`config.mk`:
```
export PLATFORM = sky130hd
export DESIGN_NAME = counter_bus_arbiter_flat
export DESIGN_NICKNAME = d
export VERILOG_FILES = /design/src/rtl/counter_bus_arbiter_if.sv /design/src/rtl/counter_bus_arbiter.sv /design/src/flat_wrapper.sv
export SDC_FILE = /design/constraint.sdc
export NUM_CORES = 1
export LEC_CHECK = 0
export ABC_AREA = 1
export BUFFER_PORTS_ARGS = -buffer_cell sky130_fd_sc_hd__buf_2
export CORE_ASPECT_RATIO = 0.75
export CORE_MARGIN = 2
export CORE_UTILIZATION = 48
export CTS_CLUSTER_DIAMETER = 120
export CTS_CLUSTER_SIZE = 30
export DETAILED_ROUTE_END_ITERATION = 10
export PLACE_DENSITY = 0.82
export SYNTH_ARGS = -nofsm -noshare
export SYNTH_HDL_FRONTEND = slang
export SYNTH_SLANG_ARGS = --single-unit
```
`constraint.sdc`:
```
create_clock -name clk -period 3.8 [get_ports clk]
set_input_delay 0.76 -clock clk [delete_from_list [all_inputs] [get_ports clk]]
set_output_delay 0.76 -clock clk [all_outputs]
set_load 0.02 [all_outputs]
```
`src/rtl/counter_bus_arbiter_if.sv`:
```
// Bus bundle between two requesting masters, the arbiter, and the downstream register block.
interface counter_bus_arbiter_if;
  logic        m0_valid;
  logic [3:0]  m0_wstrb;
  logic [3:0]  m0_addr;
  logic [31:0] m0_wdata;
  logic [31:0] m0_rdata;
  logic        m0_ready;

  logic        m1_valid;
  logic [3:0]  m1_wstrb;
  logic [3:0]  m1_addr;
  logic [31:0] m1_wdata;
  logic [31:0] m1_rdata;
  logic        m1_ready;

  logic [3:0]  reg_we;
  logic [3:0]  reg_re;
  logic [3:0]  reg_addr;
  logic [31:0] reg_di;
  logic [31:0] reg_do;
  logic        reg_ready;
  logic        timeout;

  modport slave (
    input  m0_valid, m0_wstrb, m0_addr, m0_wdata,
    output m0_rdata, m0_ready,
    input  m1_valid, m1_wstrb, m1_addr, m1_wdata,
    output m1_rdata, m1_ready,
    output reg_we, reg_re, reg_addr, reg_di,
    input  reg_do, reg_ready,
    output timeout
  );

  modport master (
    output m0_valid, m0_wstrb, m0_addr, m0_wdata,
    input  m0_rdata, m0_ready,
    output m1_valid, m1_wstrb, m1_addr, m1_wdata,
    input  m1_rdata, m1_ready,
    input  reg_we, reg_re, reg_addr, reg_di,
    output reg_do, reg_ready,
    input  timeout
  );
endinterface

```
`src/rtl/counter_bus_arbiter.sv`:
```
// Round-robin arbiter for two masters onto one register bus, one transaction in flight.
// ACCESS waits up to TIMEOUT cycles for reg_ready, then completes with all-ones read data.
module counter_bus_arbiter #(
  parameter int TIMEOUT = 16
) (
  input  logic                 clk,
  input  logic                 reset,
  counter_bus_arbiter_if.slave bus
);
  typedef enum logic [1:0] {IDLE, ACCESS, DONE} state_t;

  localparam logic [7:0] LAST = 8'(TIMEOUT - 1);

  state_t      state, state_nx;
  logic        gnt, last_grant, to_flag;
  logic [3:0]  wstrb_q, addr_q;
  logic [31:0] wdata_q, rdata_q;
  logic [7:0]  cnt;
  logic        any_req, win, is_read;

  always_ff @(posedge clk or posedge reset) begin
    if (reset) state <= IDLE;
    else       state <= state_nx;
  end

  always_comb begin
    state_nx      = state;
    any_req       = bus.m0_valid | bus.m1_valid;
    // On a tie the master not served last wins; otherwise the lone requester.
    win           = (bus.m0_valid & bus.m1_valid) ? ~last_grant : bus.m1_valid;
    is_read       = (wstrb_q == 4'b0000);
    bus.reg_we    = 4'b0000;
    bus.reg_re    = 4'b0000;
    bus.reg_addr  = addr_q;
    bus.reg_di    = wdata_q;
    bus.m0_ready  = 1'b0;
    bus.m1_ready  = 1'b0;
    bus.m0_rdata  = 32'h0;
    bus.m1_rdata  = 32'h0;
    bus.timeout   = 1'b0;
    case (state)
      IDLE: begin
        if (any_req) state_nx = ACCESS;
      end
      ACCESS: begin
        if (is_read) bus.reg_re = 4'b1111;
        else         bus.reg_we = wstrb_q;
        if (bus.reg_ready || cnt == LAST) state_nx = DONE;
      end
      DONE: begin
        bus.m0_ready = ~gnt;
        bus.m1_ready = gnt;
        bus.m0_rdata = gnt ? 32'h0 : rdata_q;
        bus.m1_rdata = gnt ? rdata_q : 32'h0;
        bus.timeout  = to_flag;
        state_nx     = IDLE;
      end
      default: state_nx = IDLE;
    endcase
  end

  always_ff @(posedge clk or posedge reset) begin
    if (reset) begin
      gnt        <= 1'b0;
      last_grant <= 1'b1;
      wstrb_q    <= 4'b0000;
      addr_q     <= 4'h0;
      wdata_q    <= 32'h0;
      rdata_q    <= 32'h0;
      cnt        <= 8'd0;
      to_flag    <= 1'b0;
    end else begin
      case (state)
        IDLE: begin
          cnt     <= 8'd0;
          to_flag <= 1'b0;
          if (any_req) begin
            gnt     <= win;
            wstrb_q <= win ? bus.m1_wstrb : bus.m0_wstrb;
            addr_q  <= win ? bus.m1_addr  : bus.m0_addr;
            wdata_q <= win ? bus.m1_wdata : bus.m0_wdata;
          end
        end
        ACCESS: begin
          cnt <= cnt + 8'd1;
          // A late reg_ready on the expiry cycle still counts as normal completion.
          if (bus.reg_ready) begin
            rdata_q <= is_read ? bus.reg_do : 32'h0;
            to_flag <= 1'b0;
          end else if (cnt == LAST) begin
            rdata_q <= 32'hFFFF_FFFF;
            to_flag <= 1'b1;
          end
        end
        DONE: last_grant <= gnt;
        default: ;
      endcase
    end
  end
endmodule

```
`src/flat_wrapper.sv`:
```
// flat-port wrapper written by rule: the top's interface ports become plain ports
module counter_bus_arbiter_flat 
#(
  parameter int TIMEOUT = 16
)
  (clk, reset, bus_m0_valid, bus_m0_wstrb, bus_m0_addr, bus_m0_wdata, bus_m0_rdata, bus_m0_ready, bus_m1_valid, bus_m1_wstrb, bus_m1_addr, bus_m1_wdata, bus_m1_rdata, bus_m1_ready, bus_reg_we, bus_reg_re, bus_reg_addr, bus_reg_di, bus_reg_do, bus_reg_ready, bus_timeout);
  counter_bus_arbiter_if bus_i ();
  input  logic clk;
  input  logic reset;
  input wire logic [$bits(bus_i.m0_valid)-1:0] bus_m0_valid;
  input wire logic [$bits(bus_i.m0_wstrb)-1:0] bus_m0_wstrb;
  input wire logic [$bits(bus_i.m0_addr)-1:0] bus_m0_addr;
  input wire logic [$bits(bus_i.m0_wdata)-1:0] bus_m0_wdata;
  output wire logic [$bits(bus_i.m0_rdata)-1:0] bus_m0_rdata;
  output wire logic [$bits(bus_i.m0_ready)-1:0] bus_m0_ready;
  input wire logic [$bits(bus_i.m1_valid)-1:0] bus_m1_valid;
  input wire logic [$bits(bus_i.m1_wstrb)-1:0] bus_m1_wstrb;
  input wire logic [$bits(bus_i.m1_addr)-1:0] bus_m1_addr;
  input wire logic [$bits(bus_i.m1_wdata)-1:0] bus_m1_wdata;
  output wire logic [$bits(bus_i.m1_rdata)-1:0] bus_m1_rdata;
  output wire logic [$bits(bus_i.m1_ready)-1:0] bus_m1_ready;
  output wire logic [$bits(bus_i.reg_we)-1:0] bus_reg_we;
  output wire logic [$bits(bus_i.reg_re)-1:0] bus_reg_re;
  output wire logic [$bits(bus_i.reg_addr)-1:0] bus_reg_addr;
  output wire logic [$bits(bus_i.reg_di)-1:0] bus_reg_di;
  input wire logic [$bits(bus_i.reg_do)-1:0] bus_reg_do;
  input wire logic [$bits(bus_i.reg_ready)-1:0] bus_reg_ready;
  output wire logic [$bits(bus_i.timeout)-1:0] bus_timeout;
  assign bus_i.m0_valid = bus_m0_valid;
  assign bus_i.m0_wstrb = bus_m0_wstrb;
  assign bus_i.m0_addr = bus_m0_addr;
  assign bus_i.m0_wdata = bus_m0_wdata;
  assign bus_m0_rdata = bus_i.m0_rdata;
  assign bus_m0_ready = bus_i.m0_ready;
  assign bus_i.m1_valid = bus_m1_valid;
  assign bus_i.m1_wstrb = bus_m1_wstrb;
  assign bus_i.m1_addr = bus_m1_addr;
  assign bus_i.m1_wdata = bus_m1_wdata;
  assign bus_m1_rdata = bus_i.m1_rdata;
  assign bus_m1_ready = bus_i.m1_ready;
  assign bus_reg_we = bus_i.reg_we;
  assign bus_reg_re = bus_i.reg_re;
  assign bus_reg_addr = bus_i.reg_addr;
  assign bus_reg_di = bus_i.reg_di;
  assign bus_i.reg_do = bus_reg_do;
  assign bus_i.reg_ready = bus_reg_ready;
  assign bus_timeout = bus_i.timeout;
  counter_bus_arbiter #(.TIMEOUT(TIMEOUT)) u_core (.clk(clk), .reset(reset), .bus(bus_i));
endmodule
```
==> impl_metrics.csv, run 1 <==
group,metric,value,unit
grt,globalRouteMet2Util,0.3883,
setup_path,cp.arrival,2070,ps
grt,grt_pass1_wl,21.32,mm
yosys,synth-main-ff-cell,"dfrtp_1",
cells_and_area,antenna_cells,0,
yosys,synth_fa_ha_area_frac,0.002501,
yosys,synth-compound-area-share,0.1185,
job,cap_violations,0,
timing,relSlewSlack,0.2440,
yosys,yosys.area_share.simple,0.3491,
cts,post-cts-setup-buffers,0,
pwr,power.leakage,3.370,nW
cts,cts_buffers,9,
cts,root_buffer,"clkbuf_16",
yosys,synth_nets,759,
cts,cts.path.max_buffers,2,
cts,post_cts_resized,0,
placement,globalplace.congestion,0.8225,
pwr,p_per_area,728.9,nW/um^2
route,first_iter_violations,358,
grt,busiest_layer,"met2",
cts,cts_hold_buf,0,
timing,finClkSkew,5.892,ps
pwr,ir_drop,336.5,uV
route,vias_per_cell,5.091,
placement,dp_hpwl,9.434,mm
cells_and_area,area_growth,26.76,%
cts,cts_tree,"built",
timing,hold_slack,473.2,ps
yosys,synth.top_cell.area_share,0.4201,
yosys,synth_top_family_by_area,"simple AND/OR/NAND/NOR gates",
yosys,synth_cells,641,
die,rows,32,
yosys,synth_xor_area_frac,0,
cells_and_area,layout-drive-gt1-share,0.3655,
setup_path,critPathCaptureType,"output pin",
cts,clk-insertion-delay-late,340,ps
cells_and_area,fin_util,0.6212,
cells_and_area,fill_cells,919,
timing,clock.fmax,353.8,MHz
die,coreArea,10210,sq um
die,die_area,11270,sq um
yosys,synthTopCellsByArea,"dfrtp_1 (42%), nand3_1 (14%), a31oi_2 (10%), nand2_1 (9.5%), nor2_1 (9.0%)",
die,start_util,0.4901,
yosys,ys.warnings.count,0,
setup_path,criticalPathCategory,"reg2out",
timing,rsz0062_at_grt,"no",
yosys,yosysUniqueCellTypes,25,
hold_path,min-delay-path-class,"reg2reg",
grt,track_usage,0.2409,
grt,grt_overflow,0,
placement,numPortBuffers,227,
yosys,syn_area,5004,sq um
cts,ctsHtreeMaxLevel,3,
cts,clk_pin_slew_worst_paths,60,ps
timing,tightest_slew,1131,ps
setup_path,worstPathMaxFanout,24,
yosys,synth_seq_cells,85,
route,vias,4969,
grt,antenna_found_initial,0,
grt,grt_max_degree,58,
yosys,synth-async-reset-ratio,1.000,
yosys,ys_seq_area_frac,0.4254,
timing,finalCritPeriodShare,0.7439,
die,fp.dieH,92.42,um
yosys,synthMuxAreaShare,0,
setup_path,startpoint_type,"register",
status,status,"finished, final reports clean",
yosys,synth_edf_count,0,
grt,use_met1,0.3087,
die,die_w,121.9,um
route,antenna_left,0,
grt,gr-usage-met3,0.07328,
die,ios,228,
setup_path,required,3040,ps
route,wl_per_cell,13.69,um
route,first_pass_iters,5,
route,drc,0,
timing,layout_min_cycle_time,2827,ps
grt,grt_pass1_vias,4437,
timing,hold_viol_final,0,
route,routed_wl,13.37,mm
yosys,synth.avg_cell_area,7.806,sq um
cells_and_area,num-nets-final,953,
yosys,yosys.area.top_type,"dfrtp_1",
pwr,p_total,4.623,mW
timing,setup_viol,0,
cts,clock-sinks,85,
timing,setup_tns,0,ps
timing,slew_viol_final,0,
-- critical path, cell delays in order, from the launching register on --
cell and delay, ps:
dfrtp_1 580, nand3_1 490, buf_4 380, nor2_1 110, buf_2 170
-- report_power, final --
group / switching (mW) / leakage, nW / internal [mW]
sequential: 0.248 / 1.01 / 1.32
clock: 0.352 / 0.143 / 0.526
combinational: 1.44 / 2.21 / 0.738
-- layout make-up --
type                    count  area, sq um  area share
clock buffers              12        246.5     0.03886
clock inverters             4        47.55    0.007497
inverters                  48        186.4     0.02939
multi-input cells         454         2352      0.3709
flip-flops and latches     85         2128      0.3356
well taps                 136        170.2     0.02683
repair buffers            237         1211      0.1910
-- sequential cells by signal, summed over array words and instances, names as in the netlist --
signal,cells
u_core.bus.reg_di,32
u_core.rdata_q,32
u_core.to_flag,1
u_core.bus.reg_addr,4
u_core.last_grant,1
u_core.cnt,8
u_core.state,2
u_core.wstrb_q,4
u_core.gnt,1
-- cell usage after synthesis, types with 2 or more instances --
| cell | instances |
|---|---|
| nand3_1 | 142 |
| nand2_1 | 126 |
| nor2_1 | 120 |
| dfrtp_1 | 84 |
| inv_1 | 45 |
| a31oi_2 | 40 |
| buf_2 | 27 |
| buf_6 | 11 |
| clkbuf_1 | 11 |
| o21ai_0 | 6 |
| buf_4 | 5 |
| nor2_2 | 5 |
| a21oi_1 | 4 |
| inv_2 | 2 |
| nor2_8 | 2 |
| o21a_1 | 2 |
-- per-stage QoR --
stage	setup slack (ps)	area (sq um)	std cells
after detailed placement	1205	6048	960
after CTS	974.2	6342	976
after global routing	842.6	6342	976
final	973.3	6342	976
after floorplan	848.2	5004	641
after global placement	1198	6048	960
-- cells by family (layout without fill, tap and decap cells) --
family	Yosys count	count (layout)
AND/OR/NAND/NOR	399	399
buffers and inverters	102	301
flip-flops	85	85
AO/OA/AOI/OAI	54	54
adder cells (fa/ha/maj)	1	1
-- routing by layer --
layer | vias to the layer above | share of wire | wire length [um]
met4 | 0 | 0.018 | 242
met3 | 21 | 0.088 | 1172
met2 | 235 | 0.47 | 6318
met5 | - | 0 | 0
met1 | 2233 | 0.42 | 5632
li1 | 2480 | - | -
-- path summary, 6_finish.rpt --
check	start	to	slack [ps]	cells past startpoint
setup / recovery	u_core.state[1]	bus_m1_rdata[7]	970	4
hold / removal	u_core.last_grant	u_core.last_grant	470	2
setup reg to reg	u_core.state[1]	u_core.rdata_q[25]	1440	5
hold reg to reg	u_core.last_grant	u_core.last_grant	470	2
max in group asynchronous	reset	u_core.rdata_q[13]	2240	3
min in group asynchronous	reset	u_core.bus.reg_di[17]	600	2
-- cell usage in the layout, fill, tap and decap left out --
cell type   instances
nand2_1           126
a21oi_1             4
inv_1              44
dfstp_2             1
a31oi_2            40
ha_1                1
nor2_4              1
dfrtp_1            84
clkbuf_16           9
o21a_1              2
nand4_1             1
clkinv_2            3
o21bai_4            1
nor2_8              2
nand2_4             1
nor2_2              5
o21ai_0             6
nor2_1            120
nand4_2             1
a22o_1              1
inv_2               2
buf_2             227
clkbuf_8            1
clkinvlp_4          1
clkbuf_1            2
nand3_1           142
bufinv_16           1
buf_4              10
inv_6               1
Note: power is estimated with default switching activity, not from simulation.
==> run 2, diff against run 1 <==
ABC_AREA = 0   (was 1)
CORE_UTILIZATION = 45   (was 48)
PLACE_DENSITY = 0.8   (was 0.82)
clock period = 3 ns   (was 3.8 ns; I/O delays follow)
==> run 2 against run 1 <==
Clock power grew 33%. Non-clock buffer count shrank 3. Synthesized area shrank 14%. Final cell count shrank 28%. Clock skew grew 1.8 ps. Global-route usage shrank 3.9 points. Sequential power grew 17%. Wire length shrank 22%. Sequential cell count is the same. Critical path depth grew 1. Core utilization grew 1.9 points. Design area shrank 7.6%. Critical endpoint is now bus_m1_rdata[20]. Largest cell class is now flip-flops and latches.
==> impl_metrics.csv, run 2 <==
group,metric,value,unit
placement,numPortBuffers,227,
timing,clock.fmax,405.1,MHz
cells_and_area,fill_cells,730,
timing,layout_min_cycle_time,2469,ps
cells_and_area,area_growth,36.02,%
route,wl_met3,674,um
yosys,yosys.area.top_type,"dfrtp_1",
cts,clk-insertion-delay-late,330,ps
die,fp.dieH,88.74,um
cts,cts.path.max_buffers,2,
yosys,synth_cells,350,
cts,cts_tree,"built",
yosys,synth.top_cell.area_share,0.4879,
cts,clk_pin_slew_worst_paths,60,ps
route,antenna_left,0,
yosys,synthTopCellsByArea,"dfrtp_1 (49%), mux2_2 (21%), and2_1 (9.9%), a221o_2 (8.1%), clkbuf_1 (1.2%)",
pwr,ir_drop,453.0,uV
setup_path,crit_slowest_cell,"dfrtp_1",
yosys,synth-async-reset-ratio,1.000,
cts,cts_hold_buf,0,
setup_path,criticalPathCategory,"reg2out",
route,wl_met1,4.368,mm
route,drc,0,
timing,slew_viol_final,0,
die,die_w,117.0,um
yosys,synth_edf_count,0,
cells_and_area,final_common_cell,"buf_2",
route,first_iter_violations,117,
yosys,ys_seq_area_frac,0.4940,
setup_path,ff2ff_path_depth,3,
timing,relSlewSlack,0.1517,
setup_path,r2r_start,"u_core.wstrb_q[3]",
die,ios,228,
yosys,synth.avg_cell_area,12.31,sq um
cts,cts_buffers,9,
die,die_area,10380,sq um
die,coreArea,9159,sq um
cells_and_area,antenna_cells,0,
timing,tightest_slew,1271,ps
grt,track_usage,0.2019,
route,dr.max_layer_used,"met4",
placement,dp_hpwl,7.736,mm
yosys,yosysUniqueCellTypes,36,
cts,ctsHtreeMaxLevel,3,
setup_path,startpoint_type,"register",
yosys,synth_nets,468,
cts,root_buffer,"clkbuf_16",
yosys,synth-main-ff-cell,"dfrtp_1",
die,start_util,0.4704,
placement,place_inst,683,
setup_path,critPathCaptureType,"output pin",
cells_and_area,num-nets-final,684,
timing,finClkSkew,7.655,ps
setup_path,cp.arrival,1870,ps
grt,grt_pass1_vias,3469,
yosys,ys.warnings.count,0,
yosys,synth_seq_cells,85,
route,routed_wl,10.39,mm
timing,setup_tns,0,ps
setup_path,path_buf_inv,2,
setup_path,required,2400,ps
job,cap_violations,0,
cells_and_area,final_cell_mix,"buf_2 (227), dfrtp_1 (84), mux2_2 (80), and2_1 (68), a221o_2 (31)",
setup_path,worstPathMaxFanout,33,
setup_path,reg2reg_to,"u_core.rdata_q[16]",
route,wl_per_cell,14.86,um
hold_path,min-delay-path-class,"in2async",
grt,grt_max_degree,49,
timing,rsz0062_at_grt,"no",
route,vias_per_cell,5.092,
cts,post_cts_resized,0,
cells_and_area,layout-drive-gt1-share,0.6427,
yosys,synth_common_cells,"dfrtp_1 (84), mux2_2 (80), and2_1 (68)",
setup_path,crit_chain,"nand2b_1 -> nor2_1 -> buf_4 -> and2_1 -> buf_2",
yosys,post-synth-top-count-cell,"dfrtp_1",
status,status,"finished, final reports clean",
grt,grt_overflow,0,
grt,grt_pass1_wl,16.40,mm
pwr,p_per_area,823.4,nW/um^2
route,route.met2.wl,5.237,mm
cells_and_area,fin_cells,699,
route,first_pass_iters,4,
pwr,power.leakage,3.056,nW
setup_path,reg2reg_slack,660,ps
die,rows,30,
yosys,syn_area,4308,sq um
timing,finalCritPeriodShare,0.8229,
setup_path,cp_top_family,"flip-flops",
grt,antenna_found_initial,0,
route,vias,3559,
setup_path,slowest_delay,570,ps
cts,clock-sinks,85,
placement,globalplace.congestion,0.7357,
timing,setup_viol,0,
cts,post-cts-setup-buffers,0,
timing,hold_viol_final,0,
[run 2: changes by cell type after synthesis, moves of 5 or more]
cell,delta
a221o_2,+31
a31oi_2,-40
and2_1,+68
buf_2,-19
buf_6,-8
inv_1,-42
mux2_2,+80
nand2_1,-120
nand3_1,-138
nor2_1,-113
nor2_2,-5
[run 2: power by group]
part           total, mW  internal, mW  switching, mW
registers           1.83          1.57          0.262
clock network       1.17         0.730          0.443
logic               1.82         0.847          0.971
total               4.82          3.15           1.68
[run 2: area by class of cell]
type | instances | area (sq um) | area share
clock inverter | 6 | 86.33 | 0.01473
timing repair buffer | 234 | 1214 | 0.2071
clock buffer | 10 | 229.0 | 0.03908
tap | 128 | 160.2 | 0.02733
sequential | 85 | 2128 | 0.3632
multi-input combinational | 233 | 2029 | 0.3464
inverter | 3 | 12.51 | 0.002135
[run 2: kinds of logic after synthesis]
family,Yosys count,synth area share
mux,80,0.2091
buf+inv,32,0.03805
fa+ha+maj,1,0.002904
compound gates,52,0.1139
simple gates,100,0.1420
flops,85,0.4940
[run 2: how the worst max path moves through the flow]
stage | start | to | slack, ps | depth (start not counted)
final | u_core.state[1] | bus_m1_rdata[20] | 530 | 5
after global routing | u_core.state[1] | bus_m1_rdata[10] | 320 | 5
after CTS | u_core.state[1] | bus_m1_rdata[20] | 510 | 5
after detailed placement | u_core.wstrb_q[3] | u_core.rdata_q[16] | 700 | 3
after global placement | u_core.wstrb_q[3] | u_core.rdata_q[10] | 750 | 3
after floorplan | reset | u_core.bus.reg_addr[0] | 210 | 1
[run 2: metrics by stage]
step	setup slack (ps)	instance area [sq um]	hold slack (ps)	util	total power [mW]
after floorplan	208.2	4308	449.2	-	3.084
after global placement	755.0	5544	463.4	0.6053	3.621
after detailed placement	700.2	5544	468.5	0.6053	3.686
after CTS	508.8	5859	369.1	0.6398	4.875
after global routing	318.9	5859	392.6	0.6398	5.114
final	531.4	5859	345.3	0.6398	4.825
[run 2: layer usage]
metal | global-route usage | up-vias
met4 | 0.06310 | 0
met1 | 0.2519 | 1716
met3 | 0.04589 | 9
li1 | - | 1697
met5 | 0 | -
met2 | 0.3521 | 137
==> run 3, diff against run 2 <==
CORE_UTILIZATION = 41   (was 45)
PLACE_DENSITY = 0.77   (was 0.8)
clock period = 2 ns   (was 3 ns; I/O delays follow)
==> run 3 against run 2 <==
The flow now finishes with violations (negative setup slack). Critical path depth grew 1. First-iteration DRC count grew 57%. Via count grew 4.6%. Clock power grew 39%. Core utilization shrank 1.5 points. Design area grew 9.2%. Final cell count grew 3.7%. Critical endpoint is now bus_m0_rdata[25].
==> impl_metrics.csv, run 3 (synthesized netlist as in run 2, its figures left out) <==
group,metric,value,unit
cts,clk_pin_slew_worst_paths,60,ps
route,antenna_left,0,
cells_and_area,area_growth,48.56,%
route,drc,0,
grt,grt_pass1_wl,17.56,mm
route,vias,3724,
cells_and_area,num-nets-final,702,
cts,clk-insertion-delay-late,330,ps
cells_and_area,layout-drive-gt1-share,0.7063,
timing,clock.fmax,499.5,MHz
cells_and_area,fill_cells,832,
setup_path,cp_top_family,"simple AND/OR/NAND/NOR gates",
grt,grt_pass1_vias,3658,
timing,hold_slack,298.1,ps
setup_path,slowest_delay,420,ps
setup_path,r2r_start,"u_core.state[1]",
placement,numPortBuffers,227,
die,die_area,11350,sq um
setup_path,reg2reg_slack,210,ps
timing,finClkSkew,4.470,ps
route,first_iter_violations,184,
cells_and_area,multi_input_area,2126,sq um
timing,relSlewSlack,0.6041,
timing,slew_viol_final,0,
cts,cts_tree,"built",
setup_path,ff2ff_path_depth,4,
setup_path,crit_slowest_cell,"dfrtp_1",
die,die_w,122.4,um
route,first_pass_iters,4,
hold_path,hold_depth,2,
route,vias_per_cell,5.137,
die,coreArea,10250,sq um
timing,hold_viol_final,0,
timing,tightest_slew,591.6,ps
cells_and_area,final_cell_mix,"buf_2 (189), dfrtp_1 (83), mux2_2 (80), and2_1 (43), buf_6 (33)",
placement,dpl_worst_slack,194.7,ps
grt,track_usage,0.1958,
timing,finalCritPeriodShare,1.001,
die,fp.dieH,92.77,um
hold_path,min-delay-path-class,"in2reg",
route,routed_wl,11.29,mm
cells_and_area,antenna_cells,0,
die,start_util,0.4203,
setup_path,startpoint_type,"register",
timing,setup_viol,1,
job,cap_violations,0,
die,ios,228,
cells_and_area,ff_latch_area,2130,sq um
timing,setup_tns,-2.131,ps
status,status,"finished, violations left",
pwr,p_per_area,1177,nW/um^2
placement,globalplace.congestion,0.7500,
pwr,ir_drop,680.0,uV
setup_path,path_buf_inv,3,
hold_path,min_from,"bus_reg_do[9]",
cts,root_buffer,"clkbuf_16",
timing,rsz0062_at_grt,"yes",
cts,clock-sinks,85,
cts,cts.path.max_buffers,2,
setup_path,reg2reg_to,"u_core.bus.reg_di[12]",
route,wl_per_cell,15.57,um
setup_path,worstPathMaxFanout,17,
setup_path,crit_chain,"nand2b_4 -> nor2_4 -> buf_4 -> buf_12 -> and2_4 -> buf_6",
timing,layout_min_cycle_time,2002,ps
pwr,power.leakage,3.215,nW
grt,grt_overflow,0,
cts,ctsHtreeMaxLevel,3,
hold_path,holdPathEnd,"u_core.rdata_q[9]",
die,rows,32,
status,violations,"negative setup slack",
timing,fin_ws,-2.131,ps
setup_path,cp.arrival,1600,ps
cells_and_area,final_common_cell,"buf_2",
grt,antenna_found_initial,0,
cts,cts_buffers,9,
setup_path,required,1600,ps
setup_path,criticalPathCategory,"reg2out",
placement,dp_hpwl,7.878,mm
setup_path,critPathCaptureType,"output pin",
grt,grt_max_degree,57,
==> run 3: changes by cell type in the layout (fill, tap and decap cells not counted), sizes merged <==
cell	previous run	this run
buf	234	251
clkinv	3	2
bufinv	2	1
dlygate4sd3	0	1
inv	3	2
clkbuf	10	12
clkinvlp	1	2
==> run 3: layer usage <==
layer / vias to the layer above / track usage / share of wire
met1: 1834 / 0.2325 / 0.40
met3: 24 / 0.04865 / 0.059
met4: 0 / 0.06992 / 0.028
met5: - / 0 / 0
li1: 1732 / - / -
met2: 134 / 0.3431 / 0.52
==> run 3: worst max path at each step <==
stage / to / slack, ps / depth (start not counted) / from
after floorplan: bus_m1_rdata[23] / 50 / 5 / u_core.state[0]
after global placement: u_core.bus.reg_di[25] / 260 / 4 / u_core.state[1]
after detailed placement: u_core.bus.reg_di[9] / 190 / 4 / u_core.state[1]
after CTS: bus_m0_rdata[24] / -20 / 5 / u_core.state[0]
after global routing: bus_reg_re[0] / -60 / 3 / u_core.wstrb_q[3]
final: bus_m0_rdata[25] / -2 / 6 / u_core.state[0]
==> run 3: final cells by class <==
cell class | count | area share
Multi-Input combinational cell | 233 | 0.3322
Inverter | 3 | 0.002346
Clock buffer | 12 | 0.03851
Tap cell | 136 | 0.02659
Sequential cell | 85 | 0.3327
Clock inverter | 4 | 0.007429
Timing Repair Buffer | 252 | 0.2602
==> run 3: repair_timing <==
| item | CTS | global route |
|---|---|---|
| setup buffers | 5 | 4 |
| setup endpoints to repair | 68 | 72 |
| hold endpoints to repair | 1 | 0 |
| gates cloned | 1 | 0 |
| pin swaps | 3 | 7 |
| hold buffers | 1 | 0 |
| gates resized for setup | 60 | 48 |
==> run 3: where the power goes <==
part | internal [mW] | switching, mW | total, mW
Clock | 0.997 | 0.631 | 1.63
Sequential | 2.36 | 0.402 | 2.76
Combinational | 1.54 | 1.60 | 3.14
==> run 3: per-stage QoR <==
stage	power, mW	instances	area (sq um)	util
4_1_cts	7.501	721	6227	0.6075
3_3_place_gp	5.552	698	5684	0.5546
5_1_grt	7.957	725	6400	0.6244
3_5_place_dp	5.660	698	5684	0.5546
2_1_floorplan	4.627	350	4312	-
6_report	7.530	725	6400	0.6244
